--- src/rtl/hello_world_stim_seq.sv ---
// rtl/hello_world_stim_seq.sv - eight-vector UUT stimulus sequencer with response capture and MISR signature
module hello_world_stim_seq #(
  parameter int          SETTLE_CYCLES = 4,
  parameter logic [15:0] SEED          = 16'hFFFF
) (
  input  logic        bertaClock,
  input  logic        global_reset,
  input  logic        start,
  input  logic        abort,
  output logic [2:0]  x_out,
  input  logic [10:0] uut_out,
  output logic [2:0]  vec_idx,
  output logic        capture_valid,
  output logic [10:0] capture_data,
  output logic        busy,
  output logic        done,
  output logic [15:0] signature
);

  localparam logic [1:0] IDLE    = 2'd0;
  localparam logic [1:0] SETTLE  = 2'd1;
  localparam logic [1:0] CAPTURE = 2'd2;
  localparam logic [1:0] DONE    = 2'd3;

  // Settle counter counts down to zero, so the hold time is SETTLE_CYCLES cycles.
  localparam logic [7:0] CNT_RELOAD = 8'(SETTLE_CYCLES - 1);

  logic [1:0]  state;
  logic [7:0]  cnt;
  logic [15:0] sig_next;

  // MISR step: CCITT-polynomial shift with the UUT response folded into the low bits
  always_comb begin
    sig_next = {signature[14:0], 1'b0}
             ^ (signature[15] ? 16'h1021 : 16'h0000)
             ^ {5'b0, uut_out};
  end

  // Sequencer: abort overrides everything, start only honoured from IDLE or DONE
  always_ff @(posedge bertaClock or negedge global_reset) begin
    if (!global_reset) begin
      state         <= IDLE;
      cnt           <= 8'd0;
      x_out         <= 3'd0;
      vec_idx       <= 3'd0;
      capture_valid <= 1'b0;
      capture_data  <= 11'd0;
      busy          <= 1'b0;
      done          <= 1'b0;
      signature     <= SEED;
    end else begin
      capture_valid <= 1'b0;
      if (abort) begin
        // Signature is deliberately kept so a cancelled run can still be inspected.
        state   <= IDLE;
        x_out   <= 3'd0;
        vec_idx <= 3'd0;
        busy    <= 1'b0;
        done    <= 1'b0;
      end else begin
        case (state)
          IDLE, DONE: begin
            if (start) begin
              state     <= SETTLE;
              cnt       <= CNT_RELOAD;
              x_out     <= 3'd0;
              vec_idx   <= 3'd0;
              signature <= SEED;
              busy      <= 1'b1;
              done      <= 1'b0;
            end
          end
          SETTLE: begin
            if (cnt == 8'd0) begin
              state <= CAPTURE;
            end else begin
              cnt <= cnt - 8'd1;
            end
          end
          CAPTURE: begin
            capture_data  <= uut_out;
            capture_valid <= 1'b1;
            signature     <= sig_next;
            if (vec_idx != 3'd7) begin
              state   <= SETTLE;
              cnt     <= CNT_RELOAD;
              vec_idx <= vec_idx + 3'd1;
              x_out   <= vec_idx + 3'd1;
            end else begin
              state <= DONE;
              x_out <= 3'd0;
              busy  <= 1'b0;
              done  <= 1'b1;
            end
          end
          default: begin
            state <= IDLE;
          end
        endcase
      end
    end
  end

endmodule
--- config.mk ---
export PLATFORM = sky130hd
export DESIGN_NAME = hello_world_stim_seq
export DESIGN_NICKNAME = d
export VERILOG_FILES = /design/src/rtl/hello_world_stim_seq.sv
export SDC_FILE = /design/constraint.sdc
export NUM_CORES = 1
export LEC_CHECK = 0
export ABC_CLOCK_PERIOD_IN_PS = 1900
export CORE_MARGIN = 4
export CORE_UTILIZATION = 45
export CTS_CLUSTER_DIAMETER = 60
export DETAILED_ROUTE_END_ITERATION = 8
export GPL_TIMING_DRIVEN = 0
export HOLD_SLACK_MARGIN = 0.03
export PLACE_DENSITY = 0.8
export RECOVER_POWER = 100
export SYNTH_ARGS = -nofsm -noshare
export SYNTH_HDL_FRONTEND = slang
export SYNTH_SLANG_ARGS = --single-unit
export TNS_END_PERCENT = 100
--- constraint.sdc ---
create_clock -name bertaClock -period 1.9 [get_ports bertaClock]
set_input_delay 0.38 -clock bertaClock [delete_from_list [all_inputs] [get_ports bertaClock]]
set_output_delay 0.38 -clock bertaClock [all_outputs]
set_load 0.01 [all_outputs]
# After elaboration in Yosys (flattened, before gate mapping)

Cells that the tools add are included.

Register bits after elaboration: 46
Word-level logic and storage cells: 66
Output and inout bits: 36

Eq/ne operators: 11
Muxes and demuxes: 29
$add $sub $neg: 2
Reduce and logical (&&, ||, !) cells: 12
Bitwise logic cells: 3

Operators by type and width:

| operator                                            | count |
|---|---|
| case mux 16 bit (2 select lines)                    | 1 |
| 2-to-1 mux 8 bit                                    | 3 |
| case mux 8 bit (3 select lines)                     | 1 |
| 2-to-1 mux 16 bit                                   | 1 |
| bitwise XOR 16 x 11 -> 16 bit                       | 1 |
| bitwise XOR 16 x 13 -> 16 bit                       | 1 |
| 2-to-1 mux 3 bit                                    | 5 |
| != test 3 bit, second input constant                | 5 |
| 2-to-1 mux 13 bit                                   | 1 |
| case mux 3 bit (2 select lines)                     | 2 |
| AND reduction 3 bit                                 | 3 |
| zero test 8 bit                                     | 1 |
| 2-to-1 mux 1 bit                                    | 8 |
| 2-to-1 mux 2 bit                                    | 4 |
| subtractor 8 x 1 -> 8 bit, second input constant    | 1 |
| != test 2 bit, second input constant                | 3 |
| case mux 2 bit (3 select lines)                     | 1 |
| AND reduction 2 bit                                 | 3 |
| equality test 2 bit, second input constant          | 2 |
| case mux 1 bit (2 select lines)                     | 2 |
| AND reduction 4 bit                                 | 1 |
| adder 3 x 1 -> 3 bit, second input constant         | 1 |
| nonzero test 3 bit                                  | 1 |
| equality test 2 x 1 -> 1 bit, second input constant | 1 |
| other kinds (4)                                     | 4 |

# Longest topological paths before layout

Gate-level depths: netlist (run 1).

Depth in word-level cells: 4
Gate-level depth with buffers: 8
Depth with buffers taken out: 6

# Least setup slack after synthesis (run 1)

OpenSTA, ideal clock, no wires.

Path type: register to register
Start: register state[0]
End: register x_out[1]
Cell stages (with the launch flop): 7
Data required time: 1.779 ns
Setup slack: 0.064 ns
Buffers on the path: 0
Arrival time: 1.715 ns
Cell sequence: dfrtp_1 > inv_1 > ha_1 > mux2_2 > a21oi_1 > nor2_1 > a22o_1

Word-level cells in the longest chain between the ends: 4

Ends and longest elaborated chain:

| item                                                    | line | RTL |
|---|---|---|
| start, declared                                         | 28   | `logic [1:0] state;` |
| start signal, assigned                                  | 42   | `state <= IDLE;` |
| start signal, assigned                                  | 55   | `state <= IDLE;` |
| start signal, assigned                                  | 64   | `state <= SETTLE;` |
| equality test 2 bit or zero test 2 bit (tied branches)  | 61   | `case (state)` |
| OR reduction 2 bit                                      | 61   |  |
| case mux 3 bit (2 select lines) (tied with other cells) | 61   |  |
| 2-to-1 mux 3 bit or AND reduction 2 bit (tied branches) | --   |  |
| end signal, assigned                                    | 88   | `x_out <= vec_idx + 3'd1;` |
| end, declared                                           | 10   | `output logic [2:0] x_out,` |

Parallel ways exist; a longest one is shown, timed or not.
A chain may end at the register's enable or synchronous reset.

# Worst setup path in the final report (run 1)

Start: register state[0]
End: register cnt[4]

Word-level cells in the longest chain between the ends: 4

Ends and longest elaborated chain:

| item                                                   | line | RTL |
|---|---|---|
| equality test 2 bit or zero test 2 bit (tied branches) | 61   |  |
| OR reduction 2 bit                                     | 61   |  |
| != test 2 bit (no source line)                         | --   |  |
| AND reduction 4 bit (no source line)                   | --   |  |
| end signal, assigned                                   | 77   | `cnt <= cnt - 8'd1;` |
| end, declared                                          | 29   | `logic [7:0] cnt;` |

Parallel ways exist; a longest one is shown, timed or not.

==> results of run 1 <==
flip-flops by register name, summed over array words and instances, names as in the netlist:
name / count
busy: 1
state: 2
cnt: 8
vec_idx: 3
signature: 16
x_out: 3
done: 1
capture_data: 11
capture_valid: 1
power breakdown:
part / internal, mW / switching, mW
registers: 1.08 / 0.0735
clock network: 0.259 / 0.344
logic: 0.271 / 0.278
worst min path at each step:
stage                    start         endpoint  slack, ps
6_report          global_reset  capture_data[0]        320
3_5_place_dp      global_reset         state[1]        410
3_3_place_gp   capture_data[6]  capture_data[6]        460
4_1_cts           global_reset  capture_data[0]         70
5_1_grt           global_reset  capture_data[8]        420
2_1_floorplan     global_reset             busy         80
area by class of cell:
cell class / instances / area share, %
sequential: 46 / 39.75
multi-input combinational: 143 / 33.08
timing repair buffer: 57 / 18.51
tap: 67 / 2.845
clock buffer: 5 / 2.335
buffer: 8 / 1.868
inverter: 7 / 0.8917
clock inverter: 3 / 0.7219
critical path: stages (launching register included):
cell and delay (ps):
dfrtp_1 390, inv_1 100, ha_4 230, nor2b_4 150, nor4b_4 280, or4b_1 460, a21boi_1 150
per-layer routing:
| metal | vias up | global-route usage, % | routed length (um) |
|---|---|---|---|
| met5 | - | 0 | 0 |
| met2 | 33 | 28.25 | 2380 |
| met1 | 833 | 22.69 | 2273 |
| met3 | 8 | 3.944 | 159 |
| li1 | 843 | - | - |
| met4 | 0 | 6.228 | 91 |
cell usage in the layout (no fill, tap or decap), drive strengths merged, types with 8 or more instances in the layout:
master	n
xnor2	12
dfstp	16
a2bb2oi	12
dlygate4sd3	20
dfrtp	30
clkbuf	14
nor2	8
clkdlybuf4s50	27
nand2	44
a21oi	8
cell usage after synthesis, types with 2 or more instances:
cell type / number
o31ai_1: 2
or4_1: 3
a2bb2oi_1: 12
nor3_1: 3
nand3_1: 3
dfrtp_1: 30
xnor2_1: 12
a21oi_1: 8
clkbuf_1: 2
a21boi_1: 3
inv_1: 7
nand3b_1: 2
o21ai_0: 5
a21o_1: 2
nor2_1: 7
nand2b_1: 3
buf_6: 2
a22o_1: 2
dfstp_2: 16
ha_1: 6
nand2_1: 44
a21boi_0: 2
o22a_1: 4
metrics by stage:
| step | setup WS (ps) | TNS [ps] | power, mW |
|---|---|---|---|
| global route | 10.81 | 0 | 2.437 |
| finish | 65.61 | 0 | 2.302 |
| detailed placement | -337.4 | -7759 | 1.728 |
| floorplan | 63.77 | 0 | 1.485 |
| global placement | -786.1 | -35390 | 1.704 |
| CTS | 4.773 | 0 | 2.349 |
kinds of logic (layout without fill, tap and decap cells):
family | Yosys count | count (layout) | share of synthesized area (%)
and+or+nand+nor | 75 | 75 | 17.41
buffers and inverters | 15 | 80 | 3.539
xor gates and xnor gates | 13 | 13 | 5.194
muxes | 2 | 2 | 0.9703
DFF | 46 | 46 | 53.42
AOI/OAI and AO/OA | 47 | 47 | 16.04
adders and majority gates | 6 | 6 | 3.425
timing repair:
action                                 4_1_cts  5_1_grt
buffers inserted                             2        4
hold buffers                                 0        0
gates resized for setup                      5       11
endpoints found under the hold margin        0        0
pin swaps                                    2        1
setup endpoints to repair                   18       26
==> results.sh, run 1 <==
export IMPL_grt_pass1_wl_mm=8.424
export IMPL_post_place_cells=322
export IMPL_setup_worst_path_start_class="register"
export IMPL_slew_headroom_pct=16.65
export IMPL_reg2reg_to="cnt[4]"
export IMPL_synth_cells=204
export IMPL_multi_input_area_sq_um=974.7
export IMPL_crit_path_max_fanout=8
export IMPL_yosysSeqAreaShare_pct=53.42
export IMPL_crit_end="cnt[4]"
export IMPL_grt_max_degree=25
export IMPL_via_per_inst=5.110
export IMPL_dpl_hpwl_mm=3.485
export IMPL_antenna_found_initial=0
export IMPL_critPathKind="reg -> reg"
export IMPL_dr_pass1_iters=4
export IMPL_ys_flop_type="dfrtp_1"
export IMPL_hold_path_class="in -> async"
export IMPL_r2r_start="state[0]"
export IMPL_grt_pass1_vias=1814
export IMPL_cp_required_ps=2130
export IMPL_die_w_um=77.80
export IMPL_path_clk_slew_ps=90
export IMPL_synth_edf_count=0
export IMPL_synthTopCellsByArea="dfrtp_1 (34%), dfstp_2 (19%), nand2_1 (7.5%)"
export IMPL_layout_drive_gt1_share_pct=14.13
export IMPL_power_leakage_nw=1.355
export IMPL_rsz0062_at_grt="no"
export IMPL_wl_mm=4.905
export IMPL_core_sq_um=4723
export IMPL_grt_ovfl_total=0
export IMPL_final_fill_count=388
export IMPL_nets=289
export IMPL_drc=0
export IMPL_die_h_um=77.80
export IMPL_hold_ws_ps=319.7
export IMPL_rrSetupSlack_ps=70
export IMPL_fin_cells=336
export IMPL_ys_ff_latch=46
export IMPL_synth_avg_cell_area_sq_um=10.75
export IMPL_fp_dieArea_sq_um=6052
export IMPL_placed_area_sq_um=2799
export IMPL_track_usage_pct=17.40
export IMPL_irDropWorstVdd_uv=436.4
export IMPL_clock_sinks=46
export IMPL_final_area_sq_um=2947
export IMPL_power_density_nw_per_um2=781.2
export IMPL_setup_viol=0
export IMPL_clockRootBuffer="clkbuf_8"
export IMPL_htree_levels=2
export IMPL_synth_distinct_cells=47
export IMPL_final_max_slew_viol_count=0
export IMPL_rows=25
export IMPL_vias=1717
export IMPL_worstSetupStartpoint="state[0]"
export IMPL_yosys_area_top_type="dfrtp_1"
export IMPL_maxCapViolations=0
export IMPL_crit_arrival_ps=2070
export IMPL_pin_count=51
export IMPL_async_reset_ff_share_pct=100.0
export IMPL_syn_to_final_growth_pct=34.42
export IMPL_seq_area_sq_um=1171
export IMPL_cts_made_buffers=5
export IMPL_worstSkewPairLatency_ps=300
export IMPL_fmax_mhz=545.1
export IMPL_cts_tree="yes"
export IMPL_wl_per_cell_um=14.60
export IMPL_finClkSkew_ps=9.392
export IMPL_yosys_warnings=0
export IMPL_synthesis_nets=225
export IMPL_hold_viol=0
export IMPL_initial_core_util_pct=46.41
export IMPL_globalplace_congestion=0.8112
export IMPL_yosysTopAreaCellShare_pct=34.25
export IMPL_clockBufferDepth=2
export IMPL_drtAntennaViolNets=0
export IMPL_period_share_pct=96.55
export IMPL_synth_cell_area_sq_um=2192
export IMPL_min_period_ps=1834
export IMPL_tightest_slew_ps=1250
export IMPL_diodes=0
export IMPL_outcome="completed"
export IMPL_r2r_cells=6
export IMPL_final_util_pct=62.38
export IMPL_drtIter0Drc=75
export IMPL_numPortBuffers=50
export IMPL_endpoint_kind="register"
Power figures use the tool's default switching activity.
==> inputs of run 2 (changes only) <==
--- a/config.mk
+++ b/config.mk
@@ -14,6 +14,7 @@
 export HOLD_SLACK_MARGIN = 0.03
 export PLACE_DENSITY = 0.8
 export RECOVER_POWER = 100
+export SETUP_SLACK_MARGIN = 0.05
 export SYNTH_ARGS = -nofsm -noshare
 export SYNTH_HDL_FRONTEND = slang
 export SYNTH_SLANG_ARGS = --single-unit
==> results.sh, run 2 (same netlist as run 1, synthesis figures left out) <==
export IMPL_crit_arrival_ps=1420
export IMPL_worstSkewPairLatency_ps=300
export IMPL_final_area_sq_um=2967
export IMPL_clockRootBuffer="clkbuf_8"
export IMPL_htree_levels=2
export IMPL_wl_per_cell_um=14.60
export IMPL_clockBufferDepth=2
export IMPL_dr_pass1_iters=4
export IMPL_layout_drive_gt1_share_pct=20.74
export IMPL_dpl_hpwl_mm=3.485
export IMPL_mostFrequentLayoutCells="nand2_1 (43), clkdlybuf4s50_1 (37), dfrtp_1 (30), dfstp_2 (16)"
export IMPL_cts_hold_buf=0
export IMPL_track_usage_pct=17.40
export IMPL_total_power_mw=2.328
export IMPL_largest_register_ffs=16
export IMPL_hold_viol=0
export IMPL_finClkSkew_ps=9.510
export IMPL_period_share_pct=94.63
export IMPL_via_per_inst=5.148
export IMPL_drc=0
export IMPL_largest_register="signature"
export IMPL_worstPathCellList="clkdlybuf4s50_1"
export IMPL_final_fill_count=384
export IMPL_cts_made_buffers=5
export IMPL_diodes=0
export IMPL_setup_worst_path_start_class="register"
export IMPL_cp_required_ps=1520
export IMPL_nets=290
export IMPL_drtIter0Drc=93
export IMPL_final_max_slew_viol_count=0
export IMPL_cp_top_family="flip-flops"
export IMPL_globalplace_congestion=0.8112
export IMPL_grt_pass1_vias=1814
export IMPL_slowest_delay_ps=570
export IMPL_vias=1735
export IMPL_grt_ovfl_total=0
export IMPL_grt_max_degree=25
export IMPL_irDropWorstVdd_uv=438.4
export IMPL_grt_pass1_wl_mm=8.424
export IMPL_die_h_um=77.80
export IMPL_worst_slack_ps=102.1
export IMPL_tightest_slew_ps=1272
export IMPL_initial_core_util_pct=46.41
export IMPL_antenna_found_initial=0
export IMPL_clock_sinks=46
export IMPL_numPortBuffers=50
export IMPL_rsz0062_at_grt="yes"
export IMPL_wl_mm=4.920
export IMPL_path_buf_inv=1
export IMPL_maxCapViolations=0
export IMPL_outcome="completed"
export IMPL_critPathKind="reg -> out"
export IMPL_power_leakage_nw=1.352
export IMPL_post_place_cells=322
export IMPL_critPathSlowestCell="dfstp_2"
export IMPL_dpl_worst_slack_ps=-337.4
export IMPL_cts_tree="yes"
export IMPL_hold_path_class="in -> async"
export IMPL_syn_to_final_growth_pct=35.33
export IMPL_path_clk_slew_ps=90
export IMPL_slew_headroom_pct=15.18
export IMPL_top_regs="signature x16, capture_data x11, cnt x8"
export IMPL_power_density_nw_per_um2=784.7
export IMPL_fp_dieArea_sq_um=6052
export IMPL_pin_count=51
export IMPL_rrSetupSlack_ps=110
export IMPL_min_period_ps=1798
export IMPL_setup_viol=0
export IMPL_rows=25
export IMPL_fmax_mhz=556.2
export IMPL_core_sq_um=4723
export IMPL_drtAntennaViolNets=0
export IMPL_placed_area_sq_um=2799
export IMPL_die_w_um=77.80
export IMPL_crit_path_max_fanout=3
export IMPL_fin_cells=337
export IMPL_final_common_cell="nand2_1"
export IMPL_endpoint_kind="primary output"
==> run 2: metal layers <==
layer	wire length, um	part of all wire (%)	global-route usage [%]	vias up
met2	2394	49	28.25	33
met3	157	3.2	3.944	9
met5	0	0	0	-
met1	2273	46	22.69	843
li1	-	-	-	850
met4	95	1.9	6.228	0
==> run 2: final timing paths <==
path / startpoint / to / cells after the start
worst min register to register: capture_data[8] / capture_data[8] / 2
max in group asynchronous: global_reset / signature[4] / 2
worst max register to register: state[0] / cnt[4] / 6
worst max-delay path: signature[0] / signature[0] / 1
min in group bertaClock: capture_data[8] / capture_data[8] / 2
worst min-delay path: global_reset / capture_data[0] / 1
==> run 2: power breakdown <==
part / switching, mW / internal [mW] / leakage (nW)
Combinational: 0.282 / 0.285 / 0.737
Sequential: 0.0748 / 1.08 / 0.571
Clock: 0.348 / 0.259 / 0.0441
==> run 2: layout make-up <==
cell class | instances | area (sq um) | area share (%)
inverter | 7 | 26.28 | 0.8857
clock buffer | 5 | 68.82 | 2.320
timing repair buffer | 58 | 553.0 | 18.64
tap | 67 | 83.83 | 2.826
sequential | 46 | 1171 | 39.48
clock inverter | 3 | 21.27 | 0.7170
multi-input combinational | 143 | 987.2 | 33.28
buffer | 8 | 55.05 | 1.856
==> run 2: repair_timing <==
action	in CTS	in global routing
setup buffers	2	5
gates resized for setup	11	6
endpoints found under the setup margin	27	24
pin swaps	2	2
gates cloned	0	0
==> run 2: per-stage QoR <==
step,hold slack (ps),util (%),setup TNS (ps)
after detailed placement,411.6,59.26,-7759
final,327.8,62.81,0
after global placement,458.9,58.78,-35390
after floorplan,84.41,-,0
after global routing,418.9,62.81,0
after CTS,74.54,61.99,0
==> inputs of run 3 (changes only) <==
--- a/config.mk
+++ b/config.mk
@@ -10,7 +10,6 @@
 export CORE_UTILIZATION = 45
 export CTS_CLUSTER_DIAMETER = 60
 export DETAILED_ROUTE_END_ITERATION = 8
-export GPL_TIMING_DRIVEN = 0
 export HOLD_SLACK_MARGIN = 0.03
 export PLACE_DENSITY = 0.8
 export RECOVER_POWER = 100
==> results.sh, run 3 (same netlist as run 1, synthesis figures left out) <==
export IMPL_setup_viol=0
export IMPL_period_share_pct=96.51
export IMPL_power_density_nw_per_um2=793.2
export IMPL_r2r_cells=5
export IMPL_clock_sinks=46
export IMPL_cts_hold_buf=0
export IMPL_cts_made_buffers=5
export IMPL_hold_viol=0
export IMPL_grt_max_degree=25
export IMPL_finClkSkew_ps=7.131
export IMPL_crit_arrival_ps=1450
export IMPL_tightest_slew_ps=1178
export IMPL_die_h_um=77.80
export IMPL_path_buf_inv=1
export IMPL_cts_tree="yes"
export IMPL_cp_required_ps=1520
export IMPL_setup_tns_ps=0
export IMPL_wl_mm=5.026
export IMPL_die_w_um=77.80
export IMPL_grt_pass1_wl_mm=8.694
export IMPL_fin_cells=344
export IMPL_initial_core_util_pct=46.41
export IMPL_rrSetupSlack_ps=110
export IMPL_track_usage_pct=17.79
export IMPL_globalplace_congestion=0.8196
export IMPL_via_per_inst=5.105
export IMPL_worstPathCellList="dlygate4sd3_1"
export IMPL_worstSkewPairLatency_ps=290
export IMPL_final_util_pct=63.97
export IMPL_hold_path_class="in -> async"
export IMPL_core_sq_um=4723
export IMPL_final_fill_count=374
export IMPL_drtAntennaViolNets=0
export IMPL_grt_pass1_vias=1859
export IMPL_setup_worst_path_start_class="register"
export IMPL_mostFrequentLayoutCells="nand2_1 (43), dfrtp_1 (30), clkdlybuf4s50_1 (25), dlygate4sd3_1 (24), buf_4 (19)"
export IMPL_dpl_hpwl_mm=3.764
export IMPL_fmax_mhz=545.4
export IMPL_syn_to_final_growth_pct=37.84
export IMPL_path_clk_slew_ps=90
export IMPL_layout_drive_gt1_share_pct=19.49
export IMPL_drc=0
export IMPL_outcome="completed"
export IMPL_fp_dieArea_sq_um=6052
export IMPL_rows=25
export IMPL_cp_depth=1
export IMPL_power_leakage_nw=1.397
export IMPL_irDropWorstVdd_uv=436.2
export IMPL_slew_headroom_pct=21.45
export IMPL_maxCapViolations=0
export IMPL_cp_top_family="buffers and inverters"
export IMPL_clockBufferDepth=2
export IMPL_post_place_cells=333
export IMPL_total_power_mw=2.397
export IMPL_critPathSlowestCell="dlygate4sd3_1"
export IMPL_hold_ws_ps=302.7
export IMPL_critPathKind="reg -> out"
export IMPL_grt_ovfl_total=0
export IMPL_wl_per_cell_um=14.61
export IMPL_top_regs="signature x16, capture_data x11, cnt x8"
export IMPL_crit_path_max_fanout=3
export IMPL_largest_register_ffs=16
export IMPL_htree_levels=2
export IMPL_rsz0062_at_grt="no"
export IMPL_largest_register="signature"
export IMPL_r2r_start="state[1]"
export IMPL_nets=297
export IMPL_pin_count=51
export IMPL_endpoint_kind="primary output"
export IMPL_numPortBuffers=50
export IMPL_antenna_found_initial=0
export IMPL_diodes=0
export IMPL_drtIter0Drc=83
export IMPL_clockRootBuffer="clkbuf_8"
export IMPL_final_max_slew_viol_count=0
export IMPL_dr_pass1_iters=4
export IMPL_vias=1756
export IMPL_min_period_ps=1834
export IMPL_reg2reg_to="x_out[1]"
export IMPL_final_common_cell="nand2_1"
export IMPL_slowest_delay_ps=600
[run 3: repair_timing]
item / 4_1_cts / 5_1_grt
buffers inserted: 2 / 1
resized for setup: 2 / 8
pin swaps: 0 / 1
gates cloned: 0 / 0
setup endpoints to repair: 8 / 14
[run 3: cell type report]
| cell class | count | area (sq um) | area share (%) |
|---|---|---|---|
| Clock inverter | 1 | 7.507 | 0.2484 |
| Inverter | 7 | 26.28 | 0.8696 |
| Multi-Input combinational cell | 143 | 965.9 | 31.97 |
| Sequential cell | 46 | 1171 | 38.76 |
| Tap cell | 67 | 83.83 | 2.774 |
| Clock buffer | 7 | 97.59 | 3.230 |
| Timing Repair Buffer | 73 | 669.4 | 22.15 |
[run 3: layer usage]
| metal | global-route usage (%) | share of wire [%] |
|---|---|---|
| met1 | 23.46 | 44 |
| met2 | 29.11 | 50 |
| met3 | 3.480 | 4.5 |
| met4 | 6.228 | 0.84 |
| met5 | 0 | 0 |
[run 3: worst max path at each step]
stage / endpoint / startpoint / slack [ps]
2_1_floorplan: x_out[1] / state[0] / 60
3_3_place_gp: cnt[4] / abort / -80
3_5_place_dp: cnt[1] / abort / -150
4_1_cts: cnt[4] / vec_idx[1] / 40
5_1_grt: state[1] / global_reset / 30
6_report: signature[4] / signature[4] / 70
[run 3: where the power goes]
group / switching [mW] / total [mW] / internal, mW
combinational: 0.291 / 0.577 / 0.286
clock: 0.328 / 0.668 / 0.340
sequential: 0.0725 / 1.15 / 1.08
[run 3: metrics by stage]
step | setup slack [ps] | instance area (sq um)
after global routing | 29.73 | 3022
after CTS | 41.33 | 3020
after floorplan | 63.77 | 2192
after global placement | -76.86 | 2895
after detailed placement | -148.7 | 2895
final | 66.39 | 3022
